==> src/rtl/fetch_stage_btb.sv <==
// Fetch stage with a direct-mapped branch target buffer, a single-entry skid
// register for back-pressure, and EX-driven redirect/update paths.
module fetch_stage_btb #(
    parameter int                WORD_W      = 16,
    parameter int                BTB_ENTRIES = 8,
    parameter logic [WORD_W-1:0] RESET_PC    = '0
) (
    input  logic              clk,
    input  logic              reset_n,

    output logic              imem_req,
    output logic [WORD_W-1:0] imem_addr,
    input  logic              imem_ready,
    input  logic [WORD_W-1:0] imem_rdata,

    input  logic              stall,
    output logic              valid_out,
    output logic [WORD_W-1:0] pc_out,
    output logic [WORD_W-1:0] instr_out,
    output logic [WORD_W-1:0] pred_pc_out,

    input  logic              redirect,
    input  logic [WORD_W-1:0] redirect_pc,

    input  logic              upd_en,
    input  logic [WORD_W-1:0] upd_pc,
    input  logic [WORD_W-1:0] upd_target,
    input  logic              upd_taken
);

    localparam int IDX_W = $clog2(BTB_ENTRIES);
    localparam int TAG_W = WORD_W - IDX_W;

    typedef enum logic {
        S_REQ,
        S_HOLD
    } state_t;

    state_t            state;
    logic [WORD_W-1:0] pc;

    logic [WORD_W-1:0] skid_pc;
    logic [WORD_W-1:0] skid_instr;
    logic [WORD_W-1:0] skid_pred;

    logic [BTB_ENTRIES-1:0] btb_valid;
    logic [TAG_W-1:0]       btb_tag    [BTB_ENTRIES];
    logic [WORD_W-1:0]      btb_target [BTB_ENTRIES];
    logic [1:0]             btb_ctr    [BTB_ENTRIES];

    logic [IDX_W-1:0]  fetch_idx;
    logic [TAG_W-1:0]  fetch_tag;
    logic              fetch_hit;
    logic [WORD_W-1:0] pred_pc;

    logic [IDX_W-1:0]  upd_idx;
    logic [TAG_W-1:0]  upd_tag;
    logic              upd_hit;

    logic              slot_free;

    assign fetch_idx = pc[IDX_W-1:0];
    assign fetch_tag = pc[WORD_W-1:IDX_W];
    assign fetch_hit = btb_valid[fetch_idx] && (btb_tag[fetch_idx] == fetch_tag);

    // Lookup sees pre-edge BTB contents, so a same-cycle update only affects later fetches.
    always_comb begin
        pred_pc = pc + WORD_W'(1);
        if (fetch_hit && btb_ctr[fetch_idx][1]) begin
            pred_pc = btb_target[fetch_idx];
        end
    end

    assign upd_idx = upd_pc[IDX_W-1:0];
    assign upd_tag = upd_pc[WORD_W-1:IDX_W];
    assign upd_hit = btb_valid[upd_idx] && (btb_tag[upd_idx] == upd_tag);

    always_ff @(posedge clk) begin
        if (!reset_n) begin
            btb_valid <= '0;
        end else if (upd_en) begin
            if (upd_hit) begin
                if (upd_taken) begin
                    if (btb_ctr[upd_idx] != 2'd3) begin
                        btb_ctr[upd_idx] <= btb_ctr[upd_idx] + 2'd1;
                    end
                    btb_target[upd_idx] <= upd_target;
                end else if (btb_ctr[upd_idx] != 2'd0) begin
                    btb_ctr[upd_idx] <= btb_ctr[upd_idx] - 2'd1;
                end
            end else if (upd_taken) begin
                btb_valid[upd_idx]  <= 1'b1;
                btb_tag[upd_idx]    <= upd_tag;
                btb_target[upd_idx] <= upd_target;
                btb_ctr[upd_idx]    <= 2'd2;
            end
        end
    end

    assign slot_free = !valid_out || !stall;
    assign imem_req  = reset_n && (state == S_REQ);
    assign imem_addr = pc;

    // A response that cannot enter a stalled output register parks in the skid
    // register; HOLD stops requesting until decode drains the output slot.
    always_ff @(posedge clk) begin
        if (!reset_n) begin
            state       <= S_REQ;
            pc          <= RESET_PC;
            valid_out   <= 1'b0;
            pc_out      <= '0;
            instr_out   <= '0;
            pred_pc_out <= '0;
            skid_pc     <= '0;
            skid_instr  <= '0;
            skid_pred   <= '0;
        end else if (redirect) begin
            state      <= S_REQ;
            pc         <= redirect_pc;
            valid_out  <= 1'b0;
            skid_pc    <= '0;
            skid_instr <= '0;
            skid_pred  <= '0;
        end else begin
            case (state)
                S_REQ: begin
                    if (imem_ready) begin
                        pc <= pred_pc;
                        if (slot_free) begin
                            valid_out   <= 1'b1;
                            pc_out      <= pc;
                            instr_out   <= imem_rdata;
                            pred_pc_out <= pred_pc;
                        end else begin
                            skid_pc    <= pc;
                            skid_instr <= imem_rdata;
                            skid_pred  <= pred_pc;
                            state      <= S_HOLD;
                        end
                    end else if (!stall) begin
                        valid_out <= 1'b0;
                    end
                end
                S_HOLD: begin
                    if (!stall) begin
                        valid_out   <= 1'b1;
                        pc_out      <= skid_pc;
                        instr_out   <= skid_instr;
                        pred_pc_out <= skid_pred;
                        state       <= S_REQ;
                    end
                end
                default: state <= S_REQ;
            endcase
        end
    end

endmodule

==> config.mk <==
export PLATFORM = sky130hd
export DESIGN_NAME = fetch_stage_btb
export DESIGN_NICKNAME = d
export VERILOG_FILES = /design/src/rtl/fetch_stage_btb.sv
export SDC_FILE = /design/constraint.sdc
export NUM_CORES = 1
export LEC_CHECK = 0
export BUFFER_PORTS_ARGS = -buffer_cell sky130_fd_sc_hd__buf_2
export CORE_ASPECT_RATIO = 0.7
export CORE_MARGIN = 5
export CORE_UTILIZATION = 52
export DETAILED_ROUTE_END_ITERATION = 8
export PLACE_DENSITY = 0.7
export SLEW_MARGIN = 20
export SYNTH_ARGS = -nofsm -noshare
export SYNTH_HDL_FRONTEND = slang
export SYNTH_SLANG_ARGS = --single-unit
export TNS_END_PERCENT = 100
==> constraint.sdc <==
create_clock -name clk -period 4.1 [get_ports clk]
set_input_delay 0.41 -clock clk [delete_from_list [all_inputs] [get_ports clk]]
set_output_delay 0.41 -clock clk [all_outputs]
set_load 0.02 [all_outputs]
Word-level counts from Yosys, hierarchy flattened
Memories as Yosys holds them, arrays and structs flattened. A register that Yosys moved wholly into a read port is not among the register bits.
Index checks and enable logic that the tools add are counted.
Storage, ports and cells
  bits in registers: 122
  bits in writable memories: 248
  input port bits: 71
  output and inout bits: 66
  word-level logic and storage cells: 114
  memories kept: 3
Cells by class
  add/subtract/negate cells: 3
  $lt $le $gt $ge: 3
  equality and inequality tests: 9
  multiplexer cells: 61
  bitwise operators: 9
  reductions and logical operators: 16
Memories
  btb_target: depth 8, bits a word 16, read ports 1, clocked after memory_dff 1, write ports 1, line 48  | logic [WORD_W-1:0] btb_target [BTB_ENTRIES];
  btb_tag: depth 8, bits a word 13, read ports 2, clocked after memory_dff 1, write ports 1, line 47  | logic [TAG_W-1:0] btb_tag [BTB_ENTRIES];
  btb_ctr: depth 8, bits a word 2, read ports 2, clocked after memory_dff 1, write ports 1, line 49  | logic [1:0] btb_ctr [BTB_ENTRIES];
Operators by type and width (count)
  $mux W16: 14
  $pmux W16 S2: 3
  $mux W1: 31
  $eq A13 B13 Y1: 2
  $mux W3: 6
  $add A16 B1 Y16 const B: 1
  $ne A2 B2 Y1 const B: 5
  $reduce_and A3 Y1: 3
  $lt A3 B4 Y1 const B: 2
  $or A8 B8 Y8: 1
  $bmux W1 S3: 2
  $ne A3 B3 Y1 const B: 2
  $logic_and A1 B1 Y1: 5
  $not A1 Y1: 5
  $mux W2: 2
  $pmux W1 S2: 2
  $reduce_and A4 Y1: 1
  $reduce_bool A2 Y1: 2
  $demux W1 S3: 1
  $ge A3 B1 Y1 const B: 1
  $or A1 B1 Y1: 3
  $add A2 B1 Y2 const B: 1
  $logic_not A1 Y1: 2
  $reduce_and A2 Y1: 1
  other kinds (3): 3

Longest topological paths before layout
Gate-level depths: netlist of the first run.
  depth in word-level cells: 10
  gate-level depth with buffers: 12
  depth with buffers taken out: 8

Worst setup path after synthesis of the first run
Ideal clock, no wire load.
  path kind: input -> register
  start point: input port upd_pc[2]
  end point: memory btb_tag[4][0] (netlist bit) (enable)
  setup time: 400 ps
  data arrival time: 3136 ps
  data required time: 3700 ps
  path slack: 565 ps
  cell stages on the path: 12
  buffers on the path: 4
  path through: buf_2 > buf_4 > mux2i_1 > o221ai_1 > a222oi_1 > xnor2_1 > nor3_1 > nand4_1 > nand2b_1 > clkbuf_1 > buf_2 > nor3_1
On the way
  cells in the longest elaborated chain, start to end: 7
  elaborated cells on any way between the ends: 9
  classes of those cells: 1 x eq/ne; 6 x mux; 1 x reduce/logical; 1 x memory
Ends and longest elaborated chain
  start, declared: line 26  | input logic [WORD_W-1:0] upd_pc,
  $mem_v2 Z8 W13 / $bmux W1 S3 (equally long branches)
  $eq A13 B13 Y1 / $mux W1 (equally long branches): line 76  | assign upd_hit = btb_valid[upd_idx] && (btb_tag[upd_idx] == upd_tag);
  $logic_and A1 B1 Y1: line 76
  $mux W1: line 82  | if (upd_hit) begin
  $mux W1: line 81  | end else if (upd_en) begin
  $mux W1: line 79  | if (!reset_n) begin
  $mux W1 (not written as such): line 93  | btb_tag[upd_idx] <= upd_tag;
  end, declared: line 47
Parallel ways exist; a longest one is shown, timed or not. The select of a mux whose other input is x is not followed.

==> flow_metrics.py, run 1 <==
metrics = {
    "outcome": {
        "outcome": "finished, final reports clean",
    },
    "clocking": {
        "h-tree-depth": 2,
        "cts_resized": 0,
        "clock_path_buffers": 3,
        "clk_pin_slew_ns": 0.06,
        "clock-sinks": 373,
        "cts_tree": "built",
        "cts_root_buf": "clkbuf_16",
        "numCtsBuffers": 37,
        "clk_latency_ns": 0.55,
        "cts_setup_buffers": 0,
        "hold_buffers": 0,
    },
    "grt": {
        "grt_max_degree": 56,
        "antenna_found_initial": 3,
        "overflow": 0,
        "grt_pass1_wl_mm": 62.29,
        "track_usage_pct": 23.60,
        "grt_pass1_vias": 10230,
    },
    "die": {
        "fp.dieH_um": 156.7,
        "chipWidth_um": 219.6,
        "start_util_pct": 53.00,
        "core-area_um2": 30170,
        "ioPinCount": 137,
        "rows": 53,
        "die-area_um2": 34420,
    },
    "flow_run": {
        "cap_viol_max_count": 0,
    },
    "logic_synthesis": {
        "synth_top_family_by_area": "multiplexers",
        "synth_area_um2": 15990,
        "synth_cells": 1167,
        "synth-xor-area-share_pct": 2.136,
        "yosys_warnings": 0,
        "synthesis.nets": 1239,
        "yosysTopAreaCell": "edfxtp_1",
        "synth_seq_area_share_pct": 62.21,
        "synth_cell_types": 52,
        "synth_adder_area_share_pct": 0.07824,
        "async_flop_share_pct": 0,
        "netlist.area_leader.share_pct": 46.57,
        "synthTopCellsByArea": "edfxtp_1 (47%), dfxtp_1 (16%), mux4_2 (10%), mux2i_1 (4.2%), nand2_1 (3.4%)",
        "yosys-top-cells-count": "edfxtp_1 (248), nand2_1 (146), dfxtp_1 (125)",
        "synth_compound_area_share_pct": 8.848,
        "yosys.area_share.simple_pct": 8.121,
        "synth_ff_type": "edfxtp_1",
        "syn_avg_cell_area_um2": 13.70,
        "synth_edf_count": 248,
        "ys_ff_latch": 373,
        "muxShareOfSynthArea_pct": 15.76,
        "synth_most_common_cell": "edfxtp_1",
    },
    "worst_setup_path": {
        "cp-start-kind": "flip-flop",
        "critPathMaxStageDelay_ns": 0.72,
        "crit_path_max_fanout": 30,
        "cp-end-kind": "flip-flop",
        "cp_common_cell": "o21ai_0",
        "arrival_ns": 4.04,
        "critPathKind": "reg -> reg",
        "path_cells": "mux4_2 -> mux2i_1 -> xor2_1 -> nand4_1 -> or4_4 -> o21ai_0 -> o21ai_0",
        "cp.required_ns": 4.49,
        "cp_slowest_cell": "dfxtp_4",
    },
    "drt": {
        "ant_nets": 0,
        "dr.first_iter.drc_count": 1284,
        "routed_wl_mm": 40.75,
        "dr_total_vias": 10580,
        "drt_pass1_iterations": 6,
        "drc_errors": 0,
        "avgViaCountPerCell": 6.093,
        "wl_per_cell_um": 23.46,
    },
    "place": {
        "place.gp.congestion": 0.9089,
        "dp_slack_ns": 0.2887,
        "dpl_cell_area_um2": 17180,
        "place_hpwl_mm": 26.90,
        "port_buffers": 136,
    },
    "finish": {
        "design_area_um2": 18350,
        "antenna_cells": 0,
        "area_growth_pct": 14.76,
        "nets": 1368,
        "layout-drive-gt1-share_pct": 25.96,
    },
    "worst_hold_path": {
        "hold_class": "in -> reg",
    },
    "timing": {
        "rsz0062_at_grt": "false",
        "clock_skew_ns": 0.01554,
        "slew_headroom_pct": 35.02,
        "fin_ws_ns": 0.4479,
        "drv_slew": 0,
        "setup_viol": 0,
        "fin_tns_setup_ns": 0,
        "tightest_slew_ns": 0.9695,
        "final_hold_viol_count": 0,
        "min_period_over_period_pct": 89.08,
        "clock.fmax_mhz": 273.8,
        "period_needed_ns": 3.652,
    },
    "power": {
        "report.power.total_uw": 8133,
        "p_per_area_nw_per_um2": 443.2,
        "p_leak_uw": 0.006588,
        "ir_drop_uv": 297.1,
    },
}
per-stage QoR:
stage / cells / hold WS (ns) / util, %
floorplan: 1167 / 0.4356 / -
global placement: 1669 / 0.4416 / 56.95
detailed placement: 1669 / 0.4465 / 56.95
CTS: 1737 / 0.07789 / 60.80
global route: 1737 / 0.1114 / 60.83
finish: 1737 / 0.1010 / 60.83
routing by layer:
layer  track usage (%)  vias to the layer above  wire length, µm
met1             35.21                     5295            18310
met4             6.089                        6              890
li1                  -                     4748                -
met5                 0                        -               39
met3             6.014                       77             3634
met2             35.01                      458            17880
placed cells by master (no fill, tap or decap), drive strengths merged, types with 8 or more instances in the layout:
master / instances
inv: 10
dfxtp: 125
xnor2: 17
clkinv: 16
o211a: 32
mux2i: 67
xor2: 22
nor2: 29
clkbuf: 48
edfxtp: 248
mux4: 72
nand2: 146
a22oi: 17
o211ai: 17
nand4: 19
nand3: 43
o21ai: 60
mux2: 20
nand2b: 10
a221oi: 8
nor3: 10
a21oi: 37
buf: 183
worst max-delay path: cells and delay by family, from the launching register on:
family          cells  cell delay [ns]
simple gates        2             0.83
mux                 2             1.01
flops               1             0.72
xor+xnor            1             0.19
compound gates      2             0.73
final timing paths:
path | from | end | slack [ns] | depth (start not counted)
worst max-delay path | flip-flop | imem_addr[13]$_SDFFE_PN0P_ | 0.45 | 7
worst min-delay path | redirect_pc[9] | imem_addr[9]$_SDFFE_PN0P_ | 0.10 | 3
worst max register to register | flip-flop | imem_addr[13]$_SDFFE_PN0P_ | 0.45 | 7
worst min register to register | skid_pc[9]$_SDFFE_PP0P_ | skid_pc[9]$_SDFFE_PP0P_ | 0.45 | 2
cell families (layout without fill, tap and decap cells):
group                    Yosys count  count (layout)
AND/OR/NAND/NOR                  287             287
XOR/XNOR                          39              39
AO/OA/AOI/OAI                    205             205
adder cells (fa/ha/maj)            1               1
buffers and inverters            103             261
multiplexers                     159             159
flip-flops                       373             373
layout make-up:
class                   instances  area (µm²)
multi-input cells             691        5623
fillers                      2332       11820
repair buffers                183        1059
well taps                     412       515.5
clock buffers                  48       987.2
flip-flops and latches        373        9956
clock inverters                20       175.2
inverters                      10       37.54
flip-flops by register name, summed over array words and instances (netlist names), named ones only:
register     flops
btb_valid        8
skid_pc         16
btb_tag        104
instr_out       16
btb_ctr         16
btb_target     128
valid_out        1
skid_instr      16
pc_out          16
state            1
imem_addr       16
skid_pred       16
pred_pc_out     16
power by group:
part           leakage [µW]  internal [µW]  switching, µW
combinational       0.00277            299            424
sequential          0.00325           4080           81.4
clock              0.000564           1800           1450
total               0.00659           6180           1960
No activity file was read; power rests on OpenSTA's default activity.
==> run 2, diff against run 1 <==
--- a/config.mk
+++ b/config.mk
@@ -5,6 +5,7 @@
 export SDC_FILE = /design/constraint.sdc
 export NUM_CORES = 1
 export LEC_CHECK = 0
+export ABC_AREA = 1
 export BUFFER_PORTS_ARGS = -buffer_cell sky130_fd_sc_hd__buf_2
 export CORE_ASPECT_RATIO = 0.7
 export CORE_MARGIN = 5
==> run 2 against run 1 <==
Compared with the run above:
- worst hold slack better by 0.028 ns
- synthesized cell count is 66% higher
- count of clock-buffer cells in the layout is 2 lower
- area after synthesis is 7.1% higher
- die area is 6.7% higher
- register-to-register slack better by 0.50 ns
- utilization is 1.6 points lower
- fmax is 12% higher
- wire length is 27% higher
- critical path depth is 7 higher
- sequential power hardly changed
==> flow_metrics.py, run 2 <==
metrics = {
    "finish": {
        "largest_register_ffs": 128,
        "seq_area_um2": 9956,
        "fill_cells": 2805,
        "nets": 2097,
        "antenna_cells": 0,
        "layout_common_cells": "nand2_1 (538), edfxtp_1 (248), inv_1 (173), o21ai_0 (156), buf_2 (136)",
        "reg_top3": "btb_target x128, btb_tag x104",
        "utilization_pct": 59.27,
        "area_growth_pct": 12.15,
        "final_common_cell": "nand2_1",
        "multiInputGateArea_um2": 5942,
        "layout-drive-gt1-share_pct": 13.16,
        "layout.cells.non_filler": 2479,
        "largest_register": "btb_target",
    },
    "drt": {
        "drc_errors": 0,
        "dr_total_vias": 14290,
        "routed_wl_mm": 51.62,
        "drt_pass1_iterations": 6,
        "dr.first_iter.drc_count": 2259,
        "wl_per_cell_um": 20.82,
        "ant_nets": 0,
        "avgViaCountPerCell": 5.764,
    },
    "logic_synthesis": {
        "synth_area_um2": 17130,
        "syn_avg_cell_area_um2": 8.835,
        "yosysTopAreaCell": "edfxtp_1",
        "synth_most_common_cell": "nand2_1",
        "synth_edf_count": 248,
        "async_flop_share_pct": 0,
        "synthTopCellsByArea": "edfxtp_1 (43%), dfxtp_1 (15%), nand2_1 (12%), o21ai_0 (4.6%), nand3_1 (3.9%)",
        "yosys-top-cells-count": "nand2_1 (538), edfxtp_1 (248), inv_1 (173)",
        "yosys_warnings": 0,
        "synth_seq_area_share_pct": 58.08,
        "netlist.area_leader.share_pct": 43.47,
        "synth_ff_type": "edfxtp_1",
        "synthesis.nets": 2011,
        "synth_cells": 1939,
        "synth_cell_types": 37,
        "ys_ff_latch": 373,
    },
    "die": {
        "start_util_pct": 52.85,
        "core-area_um2": 32410,
        "die-area_um2": 36730,
        "chipWidth_um": 226.9,
        "rows": 55,
        "ioPinCount": 137,
        "fp.dieH_um": 161.9,
    },
    "timing": {
        "final_hold_viol_count": 0,
        "setup_viol": 0,
        "period_needed_ns": 3.253,
        "slew_headroom_pct": 24.10,
        "rsz0062_at_grt": "false",
        "tightest_slew_ns": 1.134,
        "min_period_over_period_pct": 79.34,
        "fin_tns_setup_ns": 0,
        "fin_ws_ns": 0.8470,
        "drv_slew": 0,
        "clock_skew_ns": 0.02280,
        "clock.fmax_mhz": 307.4,
    },
    "clocking": {
        "clock-sinks": 373,
        "cts_resized": 0,
        "cts_setup_buffers": 0,
        "h-tree-depth": 2,
        "clk_pin_slew_ns": 0.06,
        "clk_latency_ns": 0.55,
        "cts_root_buf": "clkbuf_16",
        "numCtsBuffers": 37,
        "clock_path_buffers": 3,
        "hold_buffers": 0,
        "cts_tree": "built",
    },
    "place": {
        "dp_slack_ns": 0.3852,
        "dp.cells": 2413,
        "place_hpwl_mm": 34.74,
        "place.gp.congestion": 1.015,
        "port_buffers": 136,
    },
    "worst_setup_path": {
        "cp.required_ns": 4.24,
        "crit_path_max_fanout": 23,
        "arrival_ns": 3.40,
        "critPathKind": "in -> reg",
        "cp-start-kind": "input port",
        "r2r_end": "pred_pc_out[14]$_SDFFE_PN0P_",
        "r2r_cells": 14,
        "cp-end-kind": "flip-flop",
        "regToRegSetupSlack_ns": 0.95,
    },
    "grt": {
        "grt_pass1_vias": 13090,
        "antenna_found_initial": 3,
        "overflow": 0,
        "track_usage_pct": 27.45,
        "grt_max_degree": 130,
        "grt_pass1_wl_mm": 77.96,
    },
    "flow_run": {
        "cap_viol_max_count": 0,
    },
    "power": {
        "ir_drop_uv": 378.9,
        "p_per_area_nw_per_um2": 434.0,
        "report.power.total_uw": 8338,
        "p_leak_uw": 0.007893,
    },
    "worst_hold_path": {
        "min_path_cells": 1,
        "hold_end": "btb_target[5][10]$_DFFE_PP_",
        "hold_class": "in -> reg",
        "min-delay-start": "upd_target[10]",
    },
    "outcome": {
        "outcome": "finished, final reports clean",
    },
}
## run 2: cell count changes in the layout (fill, tap and decap cells not counted), moves of 31 or more
cell and change:
nor2_1 +95, a31oi_1 +31, o21ai_0 +101, nand2_1 +392, o211a_1 -32, a21oi_1 +86
mux4_2 -72, nand3_1 +91, mux2i_1 -67, inv_1 +165
## run 2: power by group
| group | internal (µW) | total, µW | switching (µW) |
|---|---|---|---|
| combinational | 247 | 858 | 611 |
| clock | 1910 | 3340 | 1440 |
| sequential | 4080 | 4140 | 57.3 |
| total | 6230 | 8340 | 2100 |
## run 2: worst max-delay path by stage
stage                    from                        to  slack, ns  depth (start not counted)
floorplan           upd_pc[2]   btb_tag[0][0]$_DFFE_PP_       1.35                         17
global placement    upd_pc[1]  btb_tag[1][11]$_DFFE_PP_       0.52                         14
global route        flip-flop                 flip-flop       0.66                         13
CTS                 upd_pc[1]   btb_tag[1][3]$_DFFE_PP_       0.94                         14
detailed placement  upd_pc[1]  btb_tag[1][11]$_DFFE_PP_       0.39                         14
finish              upd_pc[1]   btb_tag[6][6]$_DFFE_PP_       0.85                         14
## run 2: cell type report
class | count | area share [%]
inverter | 181 | 3.536
multi-input combinational | 1269 | 30.93
sequential | 373 | 51.82
clock inverter | 20 | 1.042
tap | 427 | 2.781
timing repair buffer | 163 | 4.793
clock buffer | 46 | 5.099
## run 2: cell families (layout without fill, tap and decap cells)
kind of cell / Yosys count / in the layout / share of synthesized area, %
XOR/XNOR: 14 / 14 / 0.7158
flip-flops: 373 / 373 / 58.08
AND/OR/NAND/NOR: 854 / 854 / 20.84
AO/OA/AOI/OAI: 400 / 400 / 12.93
adder cells (fa/ha/maj): 1 / 1 / 0.07303
buffers and inverters: 297 / 410 / 7.363
## run 2: worst max-delay path, stage by stage
cell	delay [ns]
buf_2	0.19
inv_2	0.38
nand3_2	0.31
o22ai_1	0.32
nor2_1	0.10
nand2_1	0.08
nand2_1	0.05
nand2_1	0.05
nor2_1	0.04
nand2_1	0.07
nor2_2	0.07
nand2_1	0.09
nand2_2	0.26
nor2_1	0.95
## run 2: layer usage
metal	vias up	share of wire, %	track usage [%]
li1	6707	-	-
met4	6	2.6	7.172
met5	-	0.087	0
met2	837	40	37.76
met3	104	13	9.449
met1	6634	44	41.56
## run 2: through the flow
stage / hold slack [ns] / area [µm²]
6_report: 0.1289 / 19210
5_1_grt: 0.1268 / 19210
4_1_cts: 0.1053 / 19190
3_5_place_dp: 0.4553 / 18010
3_3_place_gp: 0.4519 / 18010
2_1_floorplan: 0.4409 / 17130
==> run 3, diff against run 2 <==
--- a/config.mk
+++ b/config.mk
@@ -5,7 +5,7 @@
 export SDC_FILE = /design/constraint.sdc
 export NUM_CORES = 1
 export LEC_CHECK = 0
-export ABC_AREA = 1
+export ABC_AREA = 0
 export BUFFER_PORTS_ARGS = -buffer_cell sky130_fd_sc_hd__buf_2
 export CORE_ASPECT_RATIO = 0.7
 export CORE_MARGIN = 5
==> constraint.sdc (replaced) <==
create_clock -name clk -period 3.3 [get_ports clk]
set_input_delay 0.33 -clock clk [delete_from_list [all_inputs] [get_ports clk]]
set_output_delay 0.33 -clock clk [all_outputs]
set_load 0.02 [all_outputs]
==> run 3 against run 2 <==
Compared with the run above:
- final area fell by 2.2%
- utilization rose by 3.0 points
- critical path depth is 6 lower
- critical path type is now reg -> reg
- power is 22% higher
- cell count shrank 28%
- combinational power rose by 16%
- first-iteration DRC count shrank 43%
- register-to-register slack got worse by 0.91 ns
- count of clock-buffer cells in the layout unchanged
==> flow_metrics.py, run 3 (synthesis gave the netlist of run 1 again) <==
metrics = {
    "outcome": {
        "outcome": "finished, final reports clean",
    },
    "timing": {
        "rsz0062_at_grt": "true",
        "period_needed_ns": 3.264,
        "tightest_slew_ns": 0.8950,
        "slew_headroom_pct": 40.30,
        "setup_viol": 0,
        "clock.fmax_mhz": 306.4,
        "drv_slew": 0,
        "fin_ws_ns": 0.03605,
        "final_hold_viol_count": 0,
        "min_period_over_period_pct": 98.91,
        "clock_skew_ns": 0.02224,
    },
    "die": {
        "ioPinCount": 137,
        "fp.dieH_um": 156.7,
        "die-area_um2": 34420,
        "start_util_pct": 53.00,
        "chipWidth_um": 219.6,
        "core-area_um2": 30170,
        "rows": 53,
    },
    "clocking": {
        "numCtsBuffers": 37,
        "clk_latency_ns": 0.54,
        "clk_pin_slew_ns": 0.06,
        "cts_tree": "built",
        "h-tree-depth": 2,
        "cts_root_buf": "clkbuf_16",
        "hold_buffers": 0,
        "clock_path_buffers": 3,
        "clock-sinks": 373,
    },
    "grt": {
        "track_usage_pct": 23.71,
        "globalRouteMet1Util_pct": 35.48,
        "overflow": 0,
        "antenna_found_initial": 5,
        "met2_usage_pct": 35.76,
        "grt-busiest-layer": "met2",
        "grt_max_degree": 76,
        "grt_use_met3_pct": 5.434,
        "grt_pass1_wl_mm": 62.86,
        "grt_pass1_vias": 10380,
    },
    "worst_setup_path": {
        "cp-start-kind": "flip-flop",
        "critPathKind": "reg -> reg",
        "cp-end-kind": "flip-flop",
        "crit_path_max_fanout": 8,
        "arrival_ns": 3.44,
        "cp.required_ns": 3.48,
    },
    "worst_hold_path": {
        "hold_class": "in -> reg",
    },
    "finish": {
        "layout_common_cells": "edfxtp_1 (248), nand2_1 (146), buf_2 (136), dfxtp_1 (122)",
        "largest_register": "btb_target",
        "final_common_cell": "edfxtp_1",
        "area_growth_pct": 17.46,
        "reg_top3": "btb_target x128, btb_tag x104",
        "largest_register_ffs": 128,
        "layout-drive-gt1-share_pct": 28.01,
        "nets": 1406,
    },
    "place": {
        "port_buffers": 136,
        "dp_slack_ns": -0.1962,
        "place.gp.congestion": 0.8892,
        "place_hpwl_mm": 27.93,
    },
    "power": {
        "p_per_area_nw_per_um2": 542.4,
        "p_leak_uw": 0.006800,
        "ir_drop_uv": 368.3,
        "report.power.total_uw": 10190,
    },
    "drt": {
        "drc_errors": 0,
        "ant_nets": 0,
        "drt_pass1_iterations": 8,
        "dr.first_iter.drc_count": 1284,
        "routed_wl_mm": 41.22,
        "avgViaCountPerCell": 6.121,
        "wl_per_cell_um": 23.25,
        "dr_total_vias": 10850,
    },
    "flow_run": {
        "cap_viol_max_count": 0,
    },
}
## run 3: critical path, stage by stage, from the launching register on
cell	delay, ns
edfxtp_1	0.39
mux4_2	0.49
mux2i_1	0.18
xor2_1	0.20
nand3_1	0.12
nor3_1	0.39
nand4_1	0.32
o21ba_2	0.38
nor4_1	0.44
## run 3: power by group
part	total, µW	switching [µW]	internal [µW]
clock network	4050	1770	2280
registers	5140	70.8	5070
logic	999	574	425
## run 3: timing repair
item,CTS,global route
setup buffers,0,0
setup endpoints to repair,0,37
gates resized for setup,0,6
## run 3: layout make-up
type | count | area, µm²
Clock buffer | 46 | 979.7
Tap cell | 412 | 515.5
Fill cell | 2318 | 11390
Sequential cell | 373 | 9956
Antenna cell | 1 | 2.502
Multi-Input combinational cell | 691 | 5644
Clock inverter | 19 | 168.9
Timing Repair Buffer | 221 | 1481
Inverter | 10 | 37.54
## run 3: final timing paths
| check | depth (start not counted) | end | slack, ns | from |
|---|---|---|---|---|
| min reg2reg | 2 | skid_instr[3]$_SDFFE_PP0P_ | 0.45 | skid_instr[3]$_SDFFE_PP0P_ |
| max reg2reg | 8 | btb_ctr[6][1]$_DFFE_PP_ | 0.04 | btb_tag[7][1]$_DFFE_PP_ |
| max | 8 | btb_ctr[6][1]$_DFFE_PP_ | 0.04 | btb_tag[7][1]$_DFFE_PP_ |
| min | 3 | imem_addr[14]$_SDFFE_PN0P_ | 0.02 | redirect_pc[14] |
## run 3: metrics by stage
step | hold WS [ns] | util (%) | setup TNS (ns) | area (µm²) | std cells
final | 0.01919 | 62.26 | 0 | 18790 | 1773
after global routing | 0.01836 | 62.26 | -0.2043 | 18790 | 1773
after CTS | 0.008316 | 62.16 | 0 | 18750 | 1772
after detailed placement | 0.4463 | 58.35 | -2.630 | 17610 | 1707
after global placement | 0.4412 | 58.35 | -0.6050 | 17610 | 1707
after floorplan | 0.4289 | - | -4.039 | 15990 | 1167
## run 3: per-layer routing
metal  part of all wire [%]  routed length, µm  vias up
met5                   0.10                 42        -
met4                    2.1                872        6
met3                     10               4135       73
met2                     45              18610      522
met1                     43              17560     5435
li1                       -                  -     4817
